### config.mk
export PLATFORM = sky130hd
export DESIGN_NAME = lsu_ctrl_flat
export DESIGN_NICKNAME = d
export VERILOG_FILES = /design/src/rtl/lsu_ctrl_if.sv /design/src/rtl/lsu_ctrl.sv /design/src/flat_wrapper.sv
export SDC_FILE = /design/constraint.sdc
export NUM_CORES = 1
export LEC_CHECK = 0
export BUFFER_PORTS_ARGS = -buffer_cell sky130_fd_sc_hd__buf_4
export CAP_MARGIN = 25
export CORE_MARGIN = 3
export CORE_UTILIZATION = 40
export CTS_CLUSTER_SIZE = 12
export DETAILED_ROUTE_END_ITERATION = 10
export GPL_ROUTABILITY_DRIVEN = 0
export GPL_TIMING_DRIVEN = 1
export PLACE_DENSITY = 0.74
export SYNTH_ARGS = -nofsm -noshare
export SYNTH_HDL_FRONTEND = slang
export SYNTH_SLANG_ARGS = --single-unit
### constraint.sdc
create_clock -name Clk -period 2.9 [get_ports Clk]
set_clock_uncertainty 0.05 [all_clocks]
set_input_delay 0.58 -clock Clk [delete_from_list [all_inputs] [get_ports Clk]]
set_output_delay 0.58 -clock Clk [all_outputs]
set_load 0.05 [all_outputs]
### src/rtl/lsu_ctrl_if.sv
// rtl/lsu_ctrl_if.sv - CPU request/response and data-memory port bundle for the load/store unit
interface lsu_ctrl_if;
    logic        req_valid;
    logic        req_ready;
    logic        req_we;
    logic [1:0]  req_size;
    logic        req_signed;
    logic [31:0] req_addr;
    logic [31:0] req_wdata;
    logic        resp_valid;
    logic [31:0] resp_rdata;
    logic        resp_err;
    logic [31:0] Ad;
    logic [31:0] WrData;
    logic [2:0]  MemWr;
    logic [1:0]  DMcut_sel;
    logic [31:0] DM;

    // slave: the load/store unit; master: CPU plus data memory around it
    modport slave (
        input  req_valid, req_we, req_size, req_signed, req_addr, req_wdata, DM,
        output req_ready, resp_valid, resp_rdata, resp_err, Ad, WrData, MemWr, DMcut_sel
    );
    modport master (
        output req_valid, req_we, req_size, req_signed, req_addr, req_wdata, DM,
        input  req_ready, resp_valid, resp_rdata, resp_err, Ad, WrData, MemWr, DMcut_sel
    );
endinterface

### src/rtl/lsu_ctrl.sv
// rtl/lsu_ctrl.sv - load/store unit driving a word-addressed data memory, with sub-word extract and RMW stores
module lsu_ctrl #(
    parameter int DM_WORDS = 64,
    parameter int AW       = 6
) (
    input  logic     Clk,
    input  logic     Reset,
    lsu_ctrl_if.slave bus
);
    typedef enum logic [2:0] {
        S_IDLE, S_LD_ISSUE, S_LD_DATA, S_RMW_RD, S_RMW_MERGE, S_ST_WRITE, S_DONE
    } state_t;

    state_t        state_q, state_d;
    logic [1:0]    size_q;
    logic          signed_q;
    logic [AW+1:0] addr_q;
    logic [31:0]   data_q;
    logic          err_q;
    logic          resp_valid_q;
    logic          resp_err_q;
    logic [31:0]   resp_rdata_q;

    logic          accept;
    logic          err_in;
    logic          native_in;
    logic [31:0]   store_in;
    logic [31:0]   merged;
    logic [31:0]   load_res;
    logic [7:0]    byte_v;
    logic [15:0]   half_v;

    assign accept    = (state_q == S_IDLE) && bus.req_valid;
    assign native_in = (bus.req_size == 2'd2) || (bus.req_addr[1:0] == 2'b00);

    always_comb begin
        err_in = 1'b0;
        if (bus.req_size == 2'd3)
            err_in = 1'b1;
        else if ((bus.req_addr >> 2) >= 32'(DM_WORDS))
            err_in = 1'b1;
        else if (bus.req_size == 2'd1 && bus.req_addr[0])
            err_in = 1'b1;
        else if (bus.req_size == 2'd2 && bus.req_addr[1:0] != 2'b00)
            err_in = 1'b1;
    end

    always_comb begin
        store_in = bus.req_wdata;
        case (bus.req_size)
            2'd0:    store_in = {24'b0, bus.req_wdata[7:0]};
            2'd1:    store_in = {16'b0, bus.req_wdata[15:0]};
            default: store_in = bus.req_wdata;
        endcase
    end

    // Sub-word lanes are picked straight from the latched byte offset
    always_comb begin
        merged = bus.DM;
        if (size_q == 2'd0)
            merged[{addr_q[1:0], 3'b000} +: 8] = data_q[7:0];
        else if (size_q == 2'd1)
            merged[{addr_q[1], 4'b0000} +: 16] = data_q[15:0];
    end

    always_comb begin
        byte_v   = bus.DM[{addr_q[1:0], 3'b000} +: 8];
        half_v   = bus.DM[{addr_q[1], 4'b0000} +: 16];
        load_res = bus.DM;
        if (size_q == 2'd0)
            load_res = {{24{signed_q & byte_v[7]}}, byte_v};
        else if (size_q == 2'd1)
            load_res = {{16{signed_q & half_v[15]}}, half_v};
    end

    always_comb begin
        state_d = state_q;
        case (state_q)
            S_IDLE: begin
                if (accept) begin
                    if (err_in)
                        state_d = S_DONE;
                    else if (!bus.req_we)
                        state_d = S_LD_ISSUE;
                    else if (native_in)
                        state_d = S_ST_WRITE;
                    else
                        state_d = S_RMW_RD;
                end
            end
            S_LD_ISSUE:  state_d = S_LD_DATA;
            S_LD_DATA:   state_d = S_IDLE;
            S_RMW_RD:    state_d = S_RMW_MERGE;
            S_RMW_MERGE: state_d = S_ST_WRITE;
            S_ST_WRITE:  state_d = S_DONE;
            S_DONE:      state_d = S_IDLE;
            default:     state_d = S_IDLE;
        endcase
    end

    always_ff @(posedge Clk or posedge Reset) begin
        if (Reset) begin
            state_q      <= S_IDLE;
            size_q       <= 2'd0;
            signed_q     <= 1'b0;
            addr_q       <= '0;
            data_q       <= 32'd0;
            err_q        <= 1'b0;
            resp_valid_q <= 1'b0;
            resp_err_q   <= 1'b0;
            resp_rdata_q <= 32'd0;
        end else begin
            state_q <= state_d;
            if (accept) begin
                size_q   <= bus.req_size;
                signed_q <= bus.req_signed;
                addr_q   <= bus.req_addr[AW+1:0];
                data_q   <= store_in;
                err_q    <= err_in;
            end else if (state_q == S_RMW_MERGE) begin
                data_q <= merged;
            end
            resp_valid_q <= (state_q == S_LD_DATA) || (state_q == S_DONE);
            resp_err_q   <= (state_q == S_DONE) && err_q;
            resp_rdata_q <= (state_q == S_LD_DATA) ? load_res : 32'd0;
        end
    end

    // Memory ports depend only on state and latched request, never on req_*
    always_comb begin
        bus.MemWr  = 3'd0;
        bus.WrData = 32'd0;
        if (state_q == S_ST_WRITE) begin
            bus.WrData = data_q;
            if (size_q == 2'd0 && addr_q[1:0] == 2'b00)
                bus.MemWr = 3'd2;
            else if (size_q == 2'd1 && addr_q[1] == 1'b0)
                bus.MemWr = 3'd4;
            else
                bus.MemWr = 3'd1;
        end
    end

    assign bus.Ad         = 32'(addr_q[AW+1:2]);
    assign bus.DMcut_sel  = 2'd0;
    assign bus.req_ready  = (state_q == S_IDLE);
    assign bus.resp_valid = resp_valid_q;
    assign bus.resp_err   = resp_err_q;
    assign bus.resp_rdata = resp_rdata_q;
endmodule
### src/flat_wrapper.sv
// flat-port wrapper written by rule: the top's interface ports become plain ports
module lsu_ctrl_flat 
#(
    parameter int DM_WORDS = 64,
    parameter int AW       = 6
)
  (Clk, Reset, bus_req_valid, bus_req_we, bus_req_size, bus_req_signed, bus_req_addr, bus_req_wdata, bus_DM, bus_req_ready, bus_resp_valid, bus_resp_rdata, bus_resp_err, bus_Ad, bus_WrData, bus_MemWr, bus_DMcut_sel);
  lsu_ctrl_if bus_i ();
  input  logic Clk;
  input  logic Reset;
  input wire logic [$bits(bus_i.req_valid)-1:0] bus_req_valid;
  input wire logic [$bits(bus_i.req_we)-1:0] bus_req_we;
  input wire logic [$bits(bus_i.req_size)-1:0] bus_req_size;
  input wire logic [$bits(bus_i.req_signed)-1:0] bus_req_signed;
  input wire logic [$bits(bus_i.req_addr)-1:0] bus_req_addr;
  input wire logic [$bits(bus_i.req_wdata)-1:0] bus_req_wdata;
  input wire logic [$bits(bus_i.DM)-1:0] bus_DM;
  output wire logic [$bits(bus_i.req_ready)-1:0] bus_req_ready;
  output wire logic [$bits(bus_i.resp_valid)-1:0] bus_resp_valid;
  output wire logic [$bits(bus_i.resp_rdata)-1:0] bus_resp_rdata;
  output wire logic [$bits(bus_i.resp_err)-1:0] bus_resp_err;
  output wire logic [$bits(bus_i.Ad)-1:0] bus_Ad;
  output wire logic [$bits(bus_i.WrData)-1:0] bus_WrData;
  output wire logic [$bits(bus_i.MemWr)-1:0] bus_MemWr;
  output wire logic [$bits(bus_i.DMcut_sel)-1:0] bus_DMcut_sel;
  assign bus_i.req_valid = bus_req_valid;
  assign bus_i.req_we = bus_req_we;
  assign bus_i.req_size = bus_req_size;
  assign bus_i.req_signed = bus_req_signed;
  assign bus_i.req_addr = bus_req_addr;
  assign bus_i.req_wdata = bus_req_wdata;
  assign bus_i.DM = bus_DM;
  assign bus_req_ready = bus_i.req_ready;
  assign bus_resp_valid = bus_i.resp_valid;
  assign bus_resp_rdata = bus_i.resp_rdata;
  assign bus_resp_err = bus_i.resp_err;
  assign bus_Ad = bus_i.Ad;
  assign bus_WrData = bus_i.WrData;
  assign bus_MemWr = bus_i.MemWr;
  assign bus_DMcut_sel = bus_i.DMcut_sel;
  lsu_ctrl #(.DM_WORDS(DM_WORDS), .AW(AW)) u_core (.Clk(Clk), .Reset(Reset), .bus(bus_i));
endmodule
==> flow_summary.ini, run 1 <==
[outcome]
status = finished, final reports clean

[grt]
grt_overflow_total = 0
grt_antenna_before_repair = 0
maximum_number_of_pins_on_one_net_before_global_route_repair = 44
gr-usage-all-layers_pct = 24.80
grt_pass1_vias = 4747
wire_length_of_the_first_global_routing_pass_um = 25520

[floorplan]
placeableCoreArea_sq_um = 11610
dieWidth_um = 116.1
rows = 39
effective_utilization_at_floorplan_pct = 41.76
die_area_sq_um = 13480
die_height_um = 116.1
floorplan.io_pins = 207

[cts]
cts.root.buffer_cell = clkbuf_16
cts-root-to-sink-buffers = 2
post_cts_setup_repair_buffer_count = 0
cts.htree.levels = 3
path_clk_slew_ns = 0.06
cts_hold_repair.buffers = 0
clock_latency_ns = 0.34
cts.sinks = 81
cts_resized = 0
tritoncts = done
cts_inserted_buffers = 9

[yosys]
synth.ff_latch_count = 81
netlist_area_sq_um = 4850
syn_avg_cell_area_sq_um = 9.380
post-synth-top-area-fraction_pct = 41.80
synthArstFlopShare_pct = 100.0
netlist-cell-type-count = 48
ys_warn_count = 0
netlist_top_cells_area = dfrtp_1 42%, nand2_1 6.9%, buf_4 5.4%
most_frequent_cells_after_synthesis = 89 x nand2_1, 81 x dfrtp_1, 35 x buf_4, 35 x o21ai_0, 33 x and2_1
synth-edff-count = 0
synth_largest_area_cell = dfrtp_1
yosys_most_used_dff = dfrtp_1
most_used_standard_cell_by_instance_count_after_synthesis = nand2_1
synth_cells = 517
yosysSeqAreaShare_pct = 41.80

[setup_path]
critPathMaxFanout = 21
cp_slowest_cell = dfrtp_1
path_class = reg -> out
worstSetupStartpoint = u_core.size_q[0]
worst-path-stages = 5
cp-end-kind = output pin
worstPathCellList = nand2b_1, a21oi_1, buf_4, nor3_2, buf_4
reg2reg_setup_slack_ns = 0.42
ff2ff_path_depth = 3
worstReg2RegStart = u_core.size_q[1]
critical_path.top_delay_family = flip-flops
cpMostUsedCell = buf_4
required_ns = 2.27
timing.critical_path.slowest_cell_delay_ns = 0.74
start_kind = register
cp_data_arrival_time_ns = 2.07
worstSetupEndpoint = bus_MemWr[0]
reg2reg_to = u_core.bus.resp_rdata[24]
worst-path-buf-inv = 2

[final_layout]
finalNetCount = 782
diodes = 0
fraction_of_final_layout_cells_with_drive_strength_greater_than_1_pct = 34.66
layout-area-overhead-vs-synth_pct = 32.71
fillCellCount = 1045
final_cell_count_no_fill = 821

[sta]
period_share_pct = 92.93
tightest_slew_ns = 1.022
final-setup-viol-count = 0
timing.setup.tns_ns = 0
timing.final.max_slew_violations = 0
final_hold_viol_count = 0
finalCriticalPeriod_ns = 2.695
max_freq_mhz = 371.1
maxSlewHeadroom_pct = 31.63
rsz0062_at_grt = no

[routing]
post_drt_wl_per_cell_um = 20.37
antenna_violating_nets_post_route = 0
drc_errors = 0
final_routed_wirelength_um = 16720
firstDrtPassIters = 5
drt-vias-per-instance = 5.704
drt_iter0_drc = 471
via_count = 4683

[pwr]
power_leakage_nw = 3.254
cellPowerDensity_nw_per_um2 = 1046
worst_ir_drop_vdd_v = 0.0005303

[min_path]
hold_path.class = in -> async

[place]
dpl.cell_count = 806
port-buffer-count = 178
dp_hpwl_um = 12800

[run]
timing.max_cap.violations = 0
cell families after synthesis:
family / synth area share (%)
AO/OA/AOI/OAI: 21.93
other: 0.07733
adder cells (fa/ha/maj): 1.290
multiplexers: 6.011
flip-flops: 41.80
AND/OR/NAND/NOR: 19.09
buffers and inverters: 9.804
sequential cells by signal, indices dropped and copies added (netlist names):
name / cells
u_core.bus.resp_valid: 1
u_core.state_q: 3
u_core.bus.resp_rdata: 32
u_core.size_q: 2
u_core.data_q: 32
u_core.bus.resp_err: 1
u_core.signed_q: 1
u_core.addr_q: 8
u_core.err_q: 1
cell usage in the layout, fill, tap and decap left out, types with 4 or more instances in the layout:
cell and n:
mux4_2 8, clkbuf_16 9, ha_1 5, a21oi_1 10, a32oi_1 8, buf_4 188
inv_1 8, nor2_1 23, nor3b_1 9, a31oi_1 7, a22oi_1 16, a22o_1 8
nand2b_1 4, o21ai_0 35, a311oi_1 8, a221o_1 16, and2_1 33, conb_1 28
nand2_1 89, mux2_2 9, nor4_1 7, o21a_1 8, a21o_1 18, dfrtp_1 81
final cells by class:
type	instances	area, sq um	share of cell area, %
flip-flops and latches	81	2027	31.49
multi-input cells	383	2472	38.41
clock inverters	5	57.56	0.8942
clock buffers	10	229.0	3.558
inverters	9	35.03	0.5443
well taps	143	178.9	2.780
repair buffers	190	1436	22.32
metrics by stage:
stage / area [sq um] / utilization [%] / hold WS (ns) / total power [mW] / setup slack, ns
2_1_floorplan: 4969 / - / 0.3918 / 4.596 / 0.04508
6_report: 6436 / 55.42 / 0.2990 / 6.732 / 0.2050
3_5_place_dp: 6150 / 52.95 / 0.4206 / 5.583 / 0.4269
4_1_cts: 6436 / 55.42 / 0.3222 / 6.711 / 0.2514
5_1_grt: 6436 / 55.42 / 0.3591 / 7.120 / 0.08407
3_3_place_gp: 6145 / 52.91 / 0.4105 / 5.458 / 0.3886
worst min path at each step:
stage                       from                 to  slack [ns]  depth (start not counted)
2_1_floorplan  u_core.data_q[24]  u_core.data_q[24]        0.39                          2
3_3_place_gp        u_core.err_q       u_core.err_q        0.41                          2
3_5_place_dp    u_core.addr_q[5]   u_core.addr_q[5]        0.42                          2
4_1_cts                    Reset   u_core.addr_q[5]        0.32                          2
5_1_grt                    Reset   u_core.addr_q[5]        0.36                          2
6_report                   Reset   u_core.addr_q[5]        0.30                          2
where the power goes:
| group | total, mW | switching, mW | leakage, nW | internal (mW) |
|---|---|---|---|---|
| Clock | 1.12 | 0.461 | 0.142 | 0.662 |
| Combinational | 3.60 | 2.26 | 2.06 | 1.34 |
| Sequential | 2.01 | 0.455 | 1.05 | 1.55 |
per-layer routing:
layer	part of all wire [%]	vias to the layer above	global-route usage, %
met5	0	-	0
met4	4.6	0	10.90
met3	11	59	5.233
met2	46	331	40.54
met1	39	2193	31.88
li1	-	2100	-
Power figures use the tool's default switching activity.
==> run 2: changes to the inputs <==
ABC_AREA = 1   (was not set)
PLACE_DENSITY = 0.73   (was 0.74)
==> run 2 against run 1 <==
  * Flip-flop and latch count unchanged
  * Synthesized area up 10%
  * Largest cell class unchanged
  * Power is 15% higher
  * Sequential power fell by 7%
  * Critical path type unchanged
  * Synthesized cell count rose by 49%
  * Via count rose by 16%
  * Final cell count up 34%
  * Die area increased by 9.8%
  * Setup slack improved by 0.034 ns
  * Clock power is 6% lower
  * Non-clock buffer count is 4 lower
  * Highest routed layer unchanged
  * Combinational power up 34%
  * Largest power group unchanged
==> flow_summary.ini, run 2 <==
[outcome]
status = finished, final reports clean

[min_path]
hold_path.class = in -> async

[final_layout]
multiInputGateArea_sq_um = 2643
finalNetCount = 1032
fillCellCount = 1351
layout-area-overhead-vs-synth_pct = 28.84
fraction_of_final_layout_cells_with_drive_strength_greater_than_1_pct = 25.00
most-common-layout-cells = 185 x buf_4, 169 x nand2_1, 132 x nor2_1, 83 x a21oi_1, 81 x dfrtp_1
regArea_sq_um = 2027
diodes = 0
final_common_cell = buf_4

[floorplan]
die_height_um = 121.7
floorplan.io_pins = 207
dieWidth_um = 121.7
placeableCoreArea_sq_um = 12820
rows = 41
effective_utilization_at_floorplan_pct = 41.72
die_area_sq_um = 14800

[cts]
cts.root.buffer_cell = clkbuf_16
tritoncts = done
clock_latency_ns = 0.34
cts.htree.levels = 3
path_clk_slew_ns = 0.06
cts_resized = 0
post_cts_setup_repair_buffer_count = 0
cts_inserted_buffers = 9
cts.sinks = 81
cts-root-to-sink-buffers = 2
cts_hold_repair.buffers = 0

[routing]
firstDrtPassIters = 5
final_routed_wirelength_um = 16370
post_drt_wl_per_cell_um = 14.88
drt-vias-per-instance = 4.923
via_count = 5415
drc_errors = 0
antenna_violating_nets_post_route = 0
drt_iter0_drc = 492

[grt]
gr-usage-all-layers_pct = 22.01
wire_length_of_the_first_global_routing_pass_um = 25590
maximum_number_of_pins_on_one_net_before_global_route_repair = 52
grt_overflow_total = 0
grt_antenna_before_repair = 0
grt_pass1_vias = 5071

[yosys]
synth-edff-count = 0
yosys_most_used_dff = dfrtp_1
yosys.area_share.xor_xnor_pct = 0
synth_adder_area_share_pct = 1.169
netlist-cell-type-count = 35
synth.ff_latch_count = 81
synth_largest_area_cell = dfrtp_1
syn_avg_cell_area_sq_um = 6.957
synth.mux.area_fraction_pct = 0
ys_warn_count = 0
yosysSeqAreaShare_pct = 37.89
netlist_top_cells_area = dfrtp_1 38%, nand2_1 12%, nor2_1 9.3%
most_used_standard_cell_by_instance_count_after_synthesis = nand2_1
post-synth-top-area-fraction_pct = 37.89
synth-compound-area-share_pct = 18.62
simple_gate_portion_of_the_synthesized_area_pct = 27.64
largest_family_of_logic_cells_by_synthesized_area = simple AND/OR/NAND/NOR gates
most_frequent_cells_after_synthesis = 169 x nand2_1, 132 x nor2_1, 83 x a21oi_1, 81 x dfrtp_1, 80 x inv_1
synth_cells = 769
netlist_area_sq_um = 5350
synthArstFlopShare_pct = 100.0

[place]
dp_hpwl_um = 12710
port-buffer-count = 178
dpl_worst_slack_ns = 0.6578

[setup_path]
cp_data_arrival_time_ns = 2.03
cp_slowest_cell = dfrtp_1
timing.critical_path.slowest_cell_delay_ns = 0.51
start_kind = register
critPathMaxFanout = 13
cpMostUsedCell = nand2_1
required_ns = 2.27
cp-end-kind = output pin
path_class = reg -> out
critical_path.top_delay_family = flip-flops
worst-path-buf-inv = 2
worstPathCellList = inv_2, ha_1, nand2_1, nand2_1, nor2_1, buf_4

[pwr]
finalPower_mw = 7.738
power_leakage_nw = 3.746
worst_ir_drop_vdd_v = 0.0005974
cellPowerDensity_nw_per_um2 = 1123

[sta]
timing.setup.tns_ns = 0
timing.final.ws_setup_ns = 0.2393
rsz0062_at_grt = no
finalCriticalPeriod_ns = 2.661
maxSlewHeadroom_pct = 54.54
finalHoldWorstSlack_ns = 0.2212
final-setup-viol-count = 0
timing.final.max_slew_violations = 0
final_hold_viol_count = 0
tightest_slew_ns = 0.6795
period_share_pct = 91.75
max_freq_mhz = 375.8

[run]
timing.max_cap.violations = 0
## run 2: cell types whose count changed in the layout (fill, tap and decap cells not counted), moves of 16 or more
cell	change
a21o_1	-18
and2_1	-33
a221o_1	-16
inv_1	+71
o21ai_0	+19
nand2_1	+80
nor2_1	+109
a21oi_1	+73
nand3_1	+30
## run 2: path summary, 6_finish.rpt
path	from	to	slack, ns	depth (start not counted)
max	u_core.addr_q[1]	bus_MemWr[0]	0.24	6
min reg2reg	u_core.addr_q[4]	u_core.addr_q[4]	0.43	2
min	Reset	u_core.bus.resp_rdata[27]	0.22	2
max in group asynchronous	Reset	u_core.data_q[23]	1.93	3
max reg2reg	u_core.addr_q[1]	u_core.data_q[19]	0.70	10
min in group Clk	bus_req_signed	u_core.signed_q	0.39	3
## run 2: layout make-up
class                           count  area share, %
Tap cell                          172          3.122
Sequential cell                    81          29.41
Inverter                           85          4.756
Multi-Input combinational cell    561          38.34
Clock inverter                      5         0.4720
Timing Repair Buffer              186          20.44
Clock buffer                       10          3.467
## run 2: metal layers
metal,share of wire (%),track usage [%],up-vias
met5,0,0,-
met4,2.4,7.773,0
met3,8.8,4.643,30
met2,48,36.58,262
met1,40,28.48,2426
li1,-,-,2697
## run 2: kinds of logic after synthesis
group,count (synthesis)
and+or+nand+nor,351
AOI/OAI and AO/OA,177
buffers and inverters,154
DFF,81
adders and majority gates,5
other,1
## run 2: where the power goes
part	internal [mW]	total [mW]	switching, mW
combinational	1.42	4.82	3.40
clock	0.596	1.05	0.455
sequential	1.63	1.87	0.240
total	3.64	7.74	4.10
## run 2: metrics by stage
| step | cells | util (%) | cell area [sq um] |
|---|---|---|---|
| 2_1_floorplan | 796 | - | 5451 |
| 3_3_place_gp | 1085 | 51.63 | 6621 |
| 3_5_place_dp | 1085 | 51.63 | 6621 |
| 4_1_cts | 1100 | 53.75 | 6893 |
| 5_1_grt | 1100 | 53.75 | 6893 |
| 6_report | 1100 | 53.75 | 6893 |
## run 2: worst register-to-register path, cell delays in order, from the launching register on
cell	delay, ns
dfrtp_1	0.57
inv_2	0.19
ha_1	0.34
inv_1	0.07
nor2_1	0.37
nand2_1	0.12
nand2_1	0.08
nand2_1	0.06
nand2_1	0.06
nand2_1	0.05
a22oi_1	0.15
==> run 3: changes to the inputs <==
ABC_AREA = 0   (was 1)
CAP_MARGIN = 20   (was 25)
MAX_ROUTING_LAYER = met4   (was not set)
PLACE_DENSITY = 0.74   (was 0.73)
==> run 3 against run 2 <==
  * Via count shrank 14%
  * Largest cell class unchanged
  * Critical path type unchanged
  * Die area shrank 8.9%
  * Global-route usage grew 3.5 points
  * Hold slack gained 0.077 ns
  * Fmax shrank 0.82%
==> flow_summary.ini, run 3 (synthesized netlist as in run 1, its figures left out) <==
[floorplan]
dieWidth_um = 116.1
floorplan.io_pins = 207
rows = 39
die_area_sq_um = 13480
die_height_um = 116.1
effective_utilization_at_floorplan_pct = 41.76
placeableCoreArea_sq_um = 11610

[setup_path]
timing.critical_path.slowest_cell_delay_ns = 0.73
reg2reg_setup_slack_ns = 0.38
required_ns = 2.27
cp-end-kind = output pin
worst-path-buf-inv = 2
cp_slowest_cell = dfrtp_1
cp_data_arrival_time_ns = 2.05
start_kind = register
worstPathCellList = nand2b_1, a21oi_1, buf_4, nor3_2, buf_4
worstReg2RegStart = u_core.addr_q[1]
path_class = reg -> out
critical_path.top_delay_family = flip-flops
critPathMaxFanout = 21
cpMostUsedCell = buf_4
worstSetupStartpoint = u_core.size_q[0]

[sta]
final-setup-viol-count = 0
maxSlewHeadroom_pct = 31.99
rsz0062_at_grt = no
finalCriticalPeriod_ns = 2.683
timing.final.max_slew_violations = 0
period_share_pct = 92.51
max_freq_mhz = 372.7
timing.setup.tns_ns = 0
final_hold_viol_count = 0
tightest_slew_ns = 1.016

[final_layout]
fraction_of_final_layout_cells_with_drive_strength_greater_than_1_pct = 34.66
layout-area-overhead-vs-synth_pct = 32.71
finish.instance_area_sq_um = 6436
final_common_cell = buf_4
most-common-layout-cells = 188 x buf_4, 89 x nand2_1, 81 x dfrtp_1, 35 x o21ai_0, 33 x and2_1
finalNetCount = 782
multiInputGateArea_sq_um = 2472
utilization_pct = 55.42
fillCellCount = 1045
regArea_sq_um = 2027
diodes = 0

[min_path]
hold_path.class = in -> async

[routing]
drt_iter0_drc = 501
drc_errors = 0
final_routed_wirelength_um = 16720
drt-vias-per-instance = 5.686
post_drt_wl_per_cell_um = 20.36
via_count = 4668
antenna_violating_nets_post_route = 0
firstDrtPassIters = 5

[cts]
tritoncts = done
post_cts_setup_repair_buffer_count = 0
cts_inserted_buffers = 9
cts_resized = 0
cts.root.buffer_cell = clkbuf_16
path_clk_slew_ns = 0.06
cts.sinks = 81
cts.htree.levels = 3
cts-root-to-sink-buffers = 2
cts_hold_repair.buffers = 0
clock_latency_ns = 0.34

[pwr]
worst_ir_drop_vdd_v = 0.0005310
power_leakage_nw = 3.254
cellPowerDensity_nw_per_um2 = 1045
finalPower_mw = 6.726

[outcome]
status = finished, final reports clean

[grt]
maximum_number_of_pins_on_one_net_before_global_route_repair = 44
grt_antenna_before_repair = 0
grt_pass1_vias = 4765
wire_length_of_the_first_global_routing_pass_um = 25440
gr-usage-all-layers_pct = 25.47
grt_overflow_total = 0

[run]
timing.max_cap.violations = 0

[place]
dp_hpwl_um = 12800
post_dp_cell_area_sq_um = 6150
port-buffer-count = 178
[run 3: layout make-up]
| class | count | area share [%] |
|---|---|---|
| clock inverter | 5 | 0.8942 |
| tap | 143 | 2.780 |
| timing repair buffer | 190 | 22.32 |
| multi-input combinational | 383 | 38.41 |
| inverter | 9 | 0.5443 |
| clock buffer | 10 | 3.558 |
| sequential | 81 | 31.49 |
[run 3: final timing paths]
check,to,cells past startpoint
max,bus_MemWr[0],5
min,u_core.addr_q[5],2
max reg2reg,u_core.data_q[26],7
min reg2reg,u_core.addr_q[2],2
max in group asynchronous,u_core.bus.resp_rdata[3],3
min in group Clk,u_core.addr_q[7],3
[run 3: metal layers]
layer  GRT usage, %  vias to the layer above  share of wire, %
li1               -                     2100                 -
met1          31.78                     2217                40
met2          40.12                      305                46
met3          5.130                       46               9.4
met4          11.52                        0               4.2
met5              -                        -                 0
[run 3: report_power, final]
group          switching (mW)  leakage (nW)  internal [mW]
clock network           0.455         0.142          0.662
registers               0.451          1.05           1.55
logic                    2.26          2.06           1.34
[run 3: through the flow]
stage / worst slack, ns / instances / hold WS (ns)
after floorplan: 0.04508 / 544 / 0.3918
after CTS: 0.2514 / 821 / 0.3222
after global placement: 0.3886 / 805 / 0.4105
final: 0.2172 / 821 / 0.2984
after global routing: 0.08432 / 821 / 0.3573
after detailed placement: 0.4269 / 806 / 0.4206
